`src/rtl/uart_tx_arbiter.sv`:
```
// -----------------------------------------------------------------------------
// uart_tx_arbiter
//
// Round-robin arbiter and byte sequencer sharing one UART TX bit engine among
// NREQ byte sources. A granted source keeps ownership for up to BURST bytes or
// until it flags its last byte. One tx_start pulse is issued per byte, and the
// next byte is accepted only after the transmitter's busy window has closed.
//
// Parameters:
//   NREQ     number of requesters (2..8)
//   BURST    maximum bytes per grant (1..15)
//   TIMEOUT  idle-owner release limit in clk cycles (used with the macro below)
//
// Ports:
//   clk          system clock, all logic on posedge
//   rst          synchronous active-high reset
//   req_valid    [NREQ]    requester i presents a byte
//   req_data     [8*NREQ]  byte of requester i on [8i+7:8i]
//   req_last     [NREQ]    presented byte ends its message
//   req_ready    [NREQ]    one-hot accept strobe (valid & ready = accepted)
//   grant        [NREQ]    one-hot current owner, 0 when idle
//   grant_id     [3]       binary owner index, 0 when idle
//   tx_start     one-cycle start pulse to the UART TX
//   tx_data      [8]       byte to send, held until the next accepted byte
//   tx_busy      UART TX frame in progress
//   timeout_err  one-cycle pulse when an idle owner is forcibly released
//
// Build option:
//   UART_ARB_TIMEOUT_EN  when defined, an owner that presents no byte for
//                        TIMEOUT cycles in GRANT loses its grant. When
//                        undefined, no counter exists and timeout_err is 0.
//
// State table:
//   S_IDLE      | no owner; pick next requester round-robin from ptr
//   S_GRANT     | owner holds grant; ready only while tx_busy is low
//   S_ISSUE     | tx_start pulse for the byte just accepted
//   S_WAIT_ACK  | waiting for the UART to raise tx_busy
//   S_WAIT_DONE | waiting for tx_busy to fall; then next byte or release
// -----------------------------------------------------------------------------
module uart_tx_arbiter #(
  parameter int NREQ    = 4,
  parameter int BURST   = 4,
  parameter int TIMEOUT = 12500
) (
  input  logic              clk,
  input  logic              rst,
  input  logic [NREQ-1:0]   req_valid,
  input  logic [8*NREQ-1:0] req_data,
  input  logic [NREQ-1:0]   req_last,
  output logic [NREQ-1:0]   req_ready,
  output logic [NREQ-1:0]   grant,
  output logic [2:0]        grant_id,
  output logic              tx_start,
  output logic [7:0]        tx_data,
  input  logic              tx_busy,
  output logic              timeout_err
);

  typedef enum logic [2:0] {
    S_IDLE,
    S_GRANT,
    S_ISSUE,
    S_WAIT_ACK,
    S_WAIT_DONE
  } state_t;

  state_t state;
  state_t state_nxt;

  logic [2:0] ptr;
  logic [3:0] byte_cnt;
  logic       last_flag;

  // Requester signals widened to 8 entries so a 3-bit index always fits
  // exactly, whatever NREQ is.
  logic [7:0] valid_ext;
  logic [7:0] last_ext;
  logic [7:0] data_arr [8];

  always_comb begin
    valid_ext = '0;
    last_ext  = '0;
    for (int i = 0; i < 8; i++) data_arr[i] = '0;
    for (int i = 0; i < NREQ; i++) begin
      valid_ext[i] = req_valid[i];
      last_ext[i]  = req_last[i];
      data_arr[i]  = req_data[8*i +: 8];
    end
  end

  // Round-robin pick: first valid requester at or above ptr, wrapping.
  logic            pick_found;
  logic [2:0]      pick_id;
  logic [3:0]      cand;
  logic [NREQ-1:0] pick_onehot;

  always_comb begin
    pick_found = 1'b0;
    pick_id    = '0;
    cand       = '0;
    for (int k = 0; k < NREQ; k++) begin
      cand = {1'b0, ptr} + 4'(k);
      if (cand >= 4'(NREQ)) cand = cand - 4'(NREQ);
      if (!pick_found && valid_ext[cand[2:0]]) begin
        pick_found = 1'b1;
        pick_id    = cand[2:0];
      end
    end
    pick_onehot = '0;
    for (int i = 0; i < NREQ; i++) begin
      pick_onehot[i] = pick_found && (pick_id == 3'(i));
    end
  end

  logic       own_valid;
  logic       own_last;
  logic [7:0] own_data;
  logic       accept;
  logic       burst_end;
  logic       frame_done;
  logic       timeout_hit;
  logic       release_grant;

  assign own_valid  = valid_ext[grant_id];
  assign own_last   = last_ext[grant_id];
  assign own_data   = data_arr[grant_id];
  assign accept     = (state == S_GRANT) && own_valid && !tx_busy;
  assign burst_end  = last_flag || (byte_cnt == 4'(BURST - 1));
  assign frame_done = (state == S_WAIT_DONE) && !tx_busy;

  assign release_grant = (frame_done && burst_end) || timeout_hit;

`ifdef UART_ARB_TIMEOUT_EN
  // Counts GRANT cycles in which the owner presents nothing; held at zero
  // outside GRANT so every entry into GRANT starts a fresh window.
  logic [13:0] idle_cnt;

  always_ff @(posedge clk) begin
    if (rst) begin
      idle_cnt <= '0;
    end else if (state != S_GRANT) begin
      idle_cnt <= '0;
    end else if (!own_valid) begin
      idle_cnt <= idle_cnt + 14'd1;
    end
  end

  assign timeout_hit = (state == S_GRANT) && !own_valid &&
                       (idle_cnt == 14'(TIMEOUT - 1));
`else
  logic unused_timeout;
  assign unused_timeout = (TIMEOUT == 0);
  assign timeout_hit    = 1'b0;
`endif

  assign timeout_err = timeout_hit;

  always_ff @(posedge clk) begin
    if (rst) state <= S_IDLE;
    else     state <= state_nxt;
  end

  always_comb begin
    state_nxt = state;
    tx_start  = 1'b0;
    req_ready = '0;
    case (state)
      S_IDLE: begin
        if (pick_found) state_nxt = S_GRANT;
      end
      S_GRANT: begin
        // Ready is gated by tx_busy so a frame still in flight after a reset
        // can never be overlapped.
        for (int i = 0; i < NREQ; i++) begin
          req_ready[i] = (grant_id == 3'(i)) && !tx_busy;
        end
        if (accept)           state_nxt = S_ISSUE;
        else if (timeout_hit) state_nxt = S_IDLE;
      end
      S_ISSUE: begin
        tx_start  = 1'b1;
        state_nxt = S_WAIT_ACK;
      end
      S_WAIT_ACK: begin
        if (tx_busy) state_nxt = S_WAIT_DONE;
      end
      S_WAIT_DONE: begin
        if (!tx_busy) state_nxt = burst_end ? S_IDLE : S_GRANT;
      end
      default: state_nxt = S_IDLE;
    endcase
  end

  always_ff @(posedge clk) begin
    if (rst) begin
      grant     <= '0;
      grant_id  <= '0;
      tx_data   <= 8'h00;
      ptr       <= '0;
      byte_cnt  <= '0;
      last_flag <= 1'b0;
    end else begin
      if ((state == S_IDLE) && pick_found) begin
        grant    <= pick_onehot;
        grant_id <= pick_id;
        byte_cnt <= '0;
      end
      if (accept) begin
        tx_data   <= own_data;
        last_flag <= own_last;
      end
      if (frame_done && !burst_end) begin
        byte_cnt <= byte_cnt + 4'd1;
      end
      if (release_grant) begin
        grant    <= '0;
        grant_id <= '0;
        // Previous owner drops to lowest priority on the next pick.
        ptr      <= (grant_id == 3'(NREQ - 1)) ? 3'd0 : grant_id + 3'd1;
      end
    end
  end

endmodule

```
`config.mk`:
```
export PLATFORM = sky130hd
export DESIGN_NAME = uart_tx_arbiter
export DESIGN_NICKNAME = d
export VERILOG_FILES = /design/src/rtl/uart_tx_arbiter.sv
export SDC_FILE = /design/constraint.sdc
export NUM_CORES = 1
export LEC_CHECK = 0
export CORE_ASPECT_RATIO = 0.6
export CORE_MARGIN = 8
export CORE_UTILIZATION = 35
export CTS_CLUSTER_DIAMETER = 150
export DETAILED_ROUTE_END_ITERATION = 8
export PLACE_DENSITY = 0.65
export REMOVE_ABC_BUFFERS = 1
export SYNTH_ARGS = -nofsm -noshare
export SYNTH_HDL_FRONTEND = slang
export SYNTH_SLANG_ARGS = --single-unit
```
`constraint.sdc`:
```
create_clock -name clk -period 3.26 [get_ports clk]
set_input_delay 0.489 -clock clk [delete_from_list [all_inputs] [get_ports clk]]
set_output_delay 0.489 -clock clk [all_outputs]
set_load 0.005 [all_outputs]
```
==> run_results.csv, run 1 <==
group,metric,value,unit
cts,ctsHoldBuffers,0,
final_layout,diodes,0,
route,routedWlPerCell,15.7,um
final_layout,nets,304,
sta,fin_worst_skew,0.00438,ns
placed_design,hpwlAfterDp,3980,um
floorplanning,die_area,7690,sq um
sta,rsz0062_at_grt,"no",
cts,post-cts-setup-buffer-count,0,
synthesis,synth_top_family_by_area,"simple AND/OR/NAND/NOR gates",
route,drcViolationCount,0,
sta,slew_headroom,61.5,%
sta,period_minus_slack,2.72,ns
cts,cts_tree,"yes",
sta,setup_tns,0,ns
global_route,grt_pass1_wl,8210,um
sta,maxSlewViolCount,0,
worst_setup_path,arrival,2.23,ns
global_route,grt_usage,13.1,%
route,drtPass1Iterations,4,
sta,period_share,83.5,%
floorplanning,dieHeight,71.2,um
synthesis,ys.flop_type,"dfxtp_1",
pwr,power_frac_comb,27.7,%
synthesis,synth-compound-area-share,13.4,%
run_status,outcome,"finished, final reports clean",
cts,clock_latency,0.28,ns
synthesis,yosys-top-cells-count,"dfxtp_1 (26), nor2_1 (24), a21oi_1 (14), mux2i_1 (14), nand2_1 (12)",
sta,hold_viol_final,0,
min_path,hold_path.class,"register to register",
final_layout,areaGrowthSynthToFinish,42.3,%
placed_design,place.gp.congestion,0.855,
placed_design,numPortBuffers,62,
pwr,clockPowerShare,27.4,%
pwr,power_leakage,0.960,nW
worst_setup_path,worstPathMaxFanout,6,
floorplanning,rows,20,
synthesis,synthMuxAreaShare,22.7,%
pwr,p_seq_share,45.0,%
route,final_antenna_net_count,0,
synthesis,synth_cell_type_count,50,
sta,fmax,0.367,GHz
synthesis,synthXorXnorAreaFrac,0.493,%
worst_setup_path,critPathRequiredTime,2.77,ns
pwr,p_int,570,uW
pwr,p_sw,195,uW
worst_setup_path,critPathSlowestCell,"clkdlybuf4s50_1",
worst_setup_path,worstSetupEndpointType,"output pin",
synthesis,netlist_area,1780,sq um
route,drt_iter0_markers,126,
global_route,antenna_found_initial,0,
cts,numCtsBuffers,3,
cts,clockBufferDepth,2,
synthesis,synth_simple_gate_area_share,24.4,%
synthesis,yosysSeqAreaShare,29.3,%
cts,cts_resized,0,
floorplanning,start_util,35.7,%
pwr,ir_drop,0.139,mV
sta,tightest_slew,0.576,ns
route,viasPerCell,5.05,
worst_setup_path,crit_chain,"clkdlybuf4s50_1, nor4_2, and2_1, clkdlybuf4s50_1",
cts,clock_sinks,26,
synthesis,ys_ff_latch,26,
global_route,grt_pass1_vias,1557,
global_route,overflow,0,
pwr,power_density,302,nW/um^2
cts,htreeDepth,1,
synthesis,synth_top_area_cell,"dfxtp_1",
synthesis,async_reset_ff_share,0,%
global_route,grt_start_max_net_pins,15,
floorplanning,die_width,108,um
sta,setup_violations,0,
pwr,switching_share,25.4,%
cts,cts-root-buf,"clkbuf_8",
floorplanning,core,4980,sq um
worst_setup_path,path_class,"input port to output pin",
synthesis,synthAdderAreaFrac,4.93,%
synthesis,synthMostInstantiatedCell,"dfxtp_1",
synthesis,synth_cells,191,
route,vias,1611,
final_layout,drive_gt1_share,11.9,%
synthesis,synth_edf_count,0,
flow_run,maxCapViolCount,0,
cts,clk_pin_slew_worst_paths,0.08,ns
synthesis,yosys_warnings,0,
worst_setup_path,path_common_cell,"clkdlybuf4s50_1",
floorplanning,ios,64,
worst_setup_path,worstSetupStartpointType,"input port",
route,wl,5020,um
synthesis,avgSynthCellArea,9.31,sq um
sta,hold_ws,0.475,ns
worst_setup_path,critPathMaxStageDelay,0.51,ns
synthesis,synth_top_area_share,29.3,%
synthesis,synthTopCellsByArea,"dfxtp_1 (29%), mux4_2 (13%), mux2i_1 (7.9%)",
per-stage QoR:
step	power [mW]	instance area, sq um	std cells	utilization [%]	setup slack (ns)
5_1_grt	0.806	2530	319	50.8	0.374
3_3_place_gp	0.564	2470	315	49.7	0.523
6_report	0.765	2530	319	50.8	0.538
4_1_cts	0.776	2530	319	50.8	0.496
2_1_floorplan	0.451	1720	180	-	0.486
3_5_place_dp	0.563	2470	315	49.7	0.509
flip-flops by register name, summed over array words and instances (netlist names):
| name | count |
|---|---|
| tx_data | 8 |
| byte_cnt | 4 |
| grant | 4 |
| grant_id | 3 |
| ptr | 3 |
| state | 3 |
| last_flag | 1 |
power by group through the flow:
stage                     registers (mW)  clock network (mW)  logic, mW
after CTS                          0.344               0.218      0.214
after global placement             0.351                   0      0.213
final                              0.344               0.209      0.212
after floorplan                    0.357                   0     0.0937
after detailed placement           0.351                   0      0.213
after global routing               0.346               0.230      0.230
worst paths after layout:
path	cells after the start	slack (ns)	end	from
min reg2reg	2	0.48	grant[2]	grant[2]
min	2	0.48	grant[2]	grant[2]
max	4	0.54	req_ready[3]	tx_busy
max reg2reg	9	0.63	grant[3]	ptr[0]
layout by cell type, fill, tap and decap left out, types with 2 or more instances in the layout:
master           synthesis  final
nor2b_1                  5      5
clkdlybuf4s50_1          0     62
nand2_1                 12     12
o2111a_1                 2      2
clkbuf_8                 0      4
nand2b_1                 8      8
dfxtp_1                 26     26
mux4_2                  10     10
o211ai_1                 2      2
ha_1                     7      7
nor3_1                   4      4
nand3b_1                 4      4
and2_1                   4      4
nor4b_1                  2      2
mux2i_1                 14     14
a21oi_1                 14     14
o21ai_0                  5      5
nor3b_1                  3      3
mux2_2                   2      2
nor2_1                  24     24
buf_4                    2      7
inv_1                    6      6
metal layers:
metal	vias to the layer above	share of wire, %	global-route usage (%)
met5	-	0	0
met4	0	0.38	1.99
met3	2	9.5	6.09
met2	46	40	17.5
met1	738	50	18.7
li1	825	-	-
area by class of cell:
class / count / area [sq um]
Clock buffer: 4 / 55.1
Fill cell: 444 / 2450
Inverter: 6 / 22.5
Multi-Input combinational cell: 148 / 1180
Sequential cell: 26 / 520
Tap cell: 66 / 82.6
Timing Repair Buffer: 69 / 673
cell families after synthesis:
logic type | count (synthesis)
AO/OA/AOI/OAI | 35
XOR/XNOR | 1
adder cells (fa/ha/maj) | 7
buffers and inverters | 17
flip-flops | 26
multiplexers | 27
other | 1
AND/OR/NAND/NOR | 77
worst max-delay path, delay by kind of cell:
family,cells,cell delay (ns)
AND/OR/NAND/NOR,2,0.73
buffers and inverters,2,1.01
(Power assumes the default switching activity.)
==> run 2, diff against run 1 <==
- clock period: 3.26 -> 2.69 ns (I/O delays scaled with it)
==> run 2 against run 1 <==
Against the previous run:
- sequential power rose by 22%
- clock skew is 0.0052 ns higher
- combinational power up 20%
- utilization is 1.1 points higher
- largest power group unchanged
==> run_results.csv, run 2 (synthesis gave the netlist of run 1 again) <==
group,metric,value,unit
global_route,grt_usage,13.0,%
route,drtPass1Iterations,4,
route,drcViolationCount,0,
final_layout,diodes,0,
sta,rsz0062_at_grt,"no",
floorplanning,dieHeight,71.2,um
final_layout,largest_register,"tx_data",
min_path,min_path_cells,2,
sta,fmax,0.399,GHz
worst_setup_path,regToRegSetupSlack,0.18,ns
pwr,power_density,387,nW/um^2
sta,hold_ws,0.486,ns
cts,cts-root-buf,"clkbuf_8",
worst_setup_path,worstSetupEndpointType,"register",
global_route,gr-usage-met1,19.7,%
worst_setup_path,crit_cells,9,
cts,clock_sinks,26,
global_route,grt_start_max_net_pins,19,
final_layout,final_cell_mix,"clkdlybuf4s50_1 (62), dfxtp_1 (26), nor2_1 (24)",
worst_setup_path,r2r_end,"byte_cnt[1]",
placed_design,post-place-ws,0.139,ns
floorplanning,core,4980,sq um
sta,setup_tns,0,ns
worst_setup_path,reg2reg_depth,9,
final_layout,final_common_cell,"clkdlybuf4s50_1",
placed_design,hpwlAfterDp,4050,um
sta,fin_ws,0.184,ns
final_layout,n_fill_cell,443,
worst_setup_path,crit_chain,"inv_1, ha_1, mux2_4, or3_4, a21oi_1, a21boi_2, buf_4, nand3b_1, a21oi_1",
floorplanning,die_area,7690,sq um
final_layout,fin_util,51.9,%
worst_setup_path,path_buf_inv,2,
worst_setup_path,path_class,"register to register",
placed_design,place.gp.congestion,0.863,
final_layout,fin_area,2580,sq um
route,final_antenna_net_count,0,
cts,clk_pin_slew_worst_paths,0.10,ns
cts,clock_latency,0.27,ns
floorplanning,start_util,35.7,%
final_layout,top_regs,"tx_data (8), byte_cnt (4), grant (4)",
cts,numCtsBuffers,3,
worst_setup_path,critPathRequiredTime,2.89,ns
worst_setup_path,rr_startpoint,"ptr[1]",
sta,hold_viol_final,0,
final_layout,drive_gt1_share,13.6,%
final_layout,largest_reg_flops,8,
cts,clockBufferDepth,2,
flow_run,maxCapViolCount,0,
global_route,met3_usage,4.39,%
sta,fin_worst_skew,0.00953,ns
pwr,power_leakage,0.991,nW
sta,maxSlewViolCount,0,
worst_setup_path,worstSetupStartpointType,"register",
worst_setup_path,worstPathMaxFanout,11,
min_path,min_from,"grant[2]",
floorplanning,die_width,108,um
route,routedWlPerCell,15.3,um
run_status,outcome,"finished, final reports clean",
global_route,antenna_found_initial,0,
placed_design,dpl.cell_count,320,
pwr,power,1000,uW
global_route,grt_pass1_vias,1586,
worst_setup_path,critPathSlowestCell,"ha_1",
final_layout,final_cells,324,
cts,htreeDepth,1,
cts,ctsHoldBuffers,0,
global_route,busiest_layer,"met1",
placed_design,post_dp_cell_area,2510,sq um
sta,period_share,93.2,%
cts,cts_tree,"yes",
global_route,grt_pass1_wl,8090,um
route,vias,1649,
cts,cts_resized,0,
sta,setup_violations,0,
pwr,ir_drop,0.178,mV
route,viasPerCell,5.09,
worst_setup_path,crit_family,"compound AO/OA/AOI/OAI gates",
global_route,overflow,0,
placed_design,numPortBuffers,62,
min_path,holdPathEnd,"grant[2]",
route,drt_iter0_markers,61,
sta,period_minus_slack,2.51,ns
global_route,use_met2,17.3,%
final_layout,areaGrowthSynthToFinish,45.3,%
floorplanning,rows,20,
floorplanning,ios,64,
worst_setup_path,arrival,2.71,ns
min_path,hold_path.class,"register to register",
worst_setup_path,critPathMaxStageDelay,0.47,ns
worst_setup_path,path_common_cell,"a21oi_1",
final_layout,nets,309,
cts,post-cts-setup-buffer-count,0,
route,wl,4960,um
[run 2: routing by layer]
| layer | part of all wire [%] | wire length [um] | vias to the layer above |
|---|---|---|---|
| li1 | - | - | 831 |
| met2 | 40 | 1980 | 49 |
| met5 | 0 | 0 | - |
| met1 | 52 | 2560 | 767 |
| met4 | 0.24 | 12 | 0 |
| met3 | 8.0 | 398 | 2 |
[run 2: worst reg2reg max path: stages (launching register included)]
cell      delay, ns
dfxtp_1        0.34
inv_1          0.06
ha_1           0.47
mux2_4         0.35
or3_4          0.34
a21oi_1        0.30
a21boi_2       0.10
buf_4          0.18
nand3b_1       0.16
a21oi_1        0.13
[run 2: final cells by class]
cell class	instances	area, sq um	share of cell area (%)
tap	66	82.6	3.20
clock buffer	3	41.3	1.60
sequential	26	520	20.1
clock inverter	1	30.0	1.16
multi-input combinational	148	1180	45.5
timing repair buffer	74	711	27.5
inverter	6	22.5	0.872
[run 2: how the worst max path moves through the flow]
stage,start,endpoint,slack (ns)
floorplan,ptr[0],grant[1],-0.08
global placement,req_valid[2],grant[1],0.16
detailed placement,req_valid[2],grant[1],0.14
CTS,ptr[0],grant[1],0.19
global route,ptr[1],grant[1],0.05
finish,ptr[1],byte_cnt[1],0.18
[run 2: power by group]
group | switching, mW | total (mW) | internal (mW) | leakage, nW
logic | 0.0925 | 0.254 | 0.162 | 0.744
clock network | 0.126 | 0.325 | 0.199 | 0.0357
registers | 0.0197 | 0.421 | 0.401 | 0.211
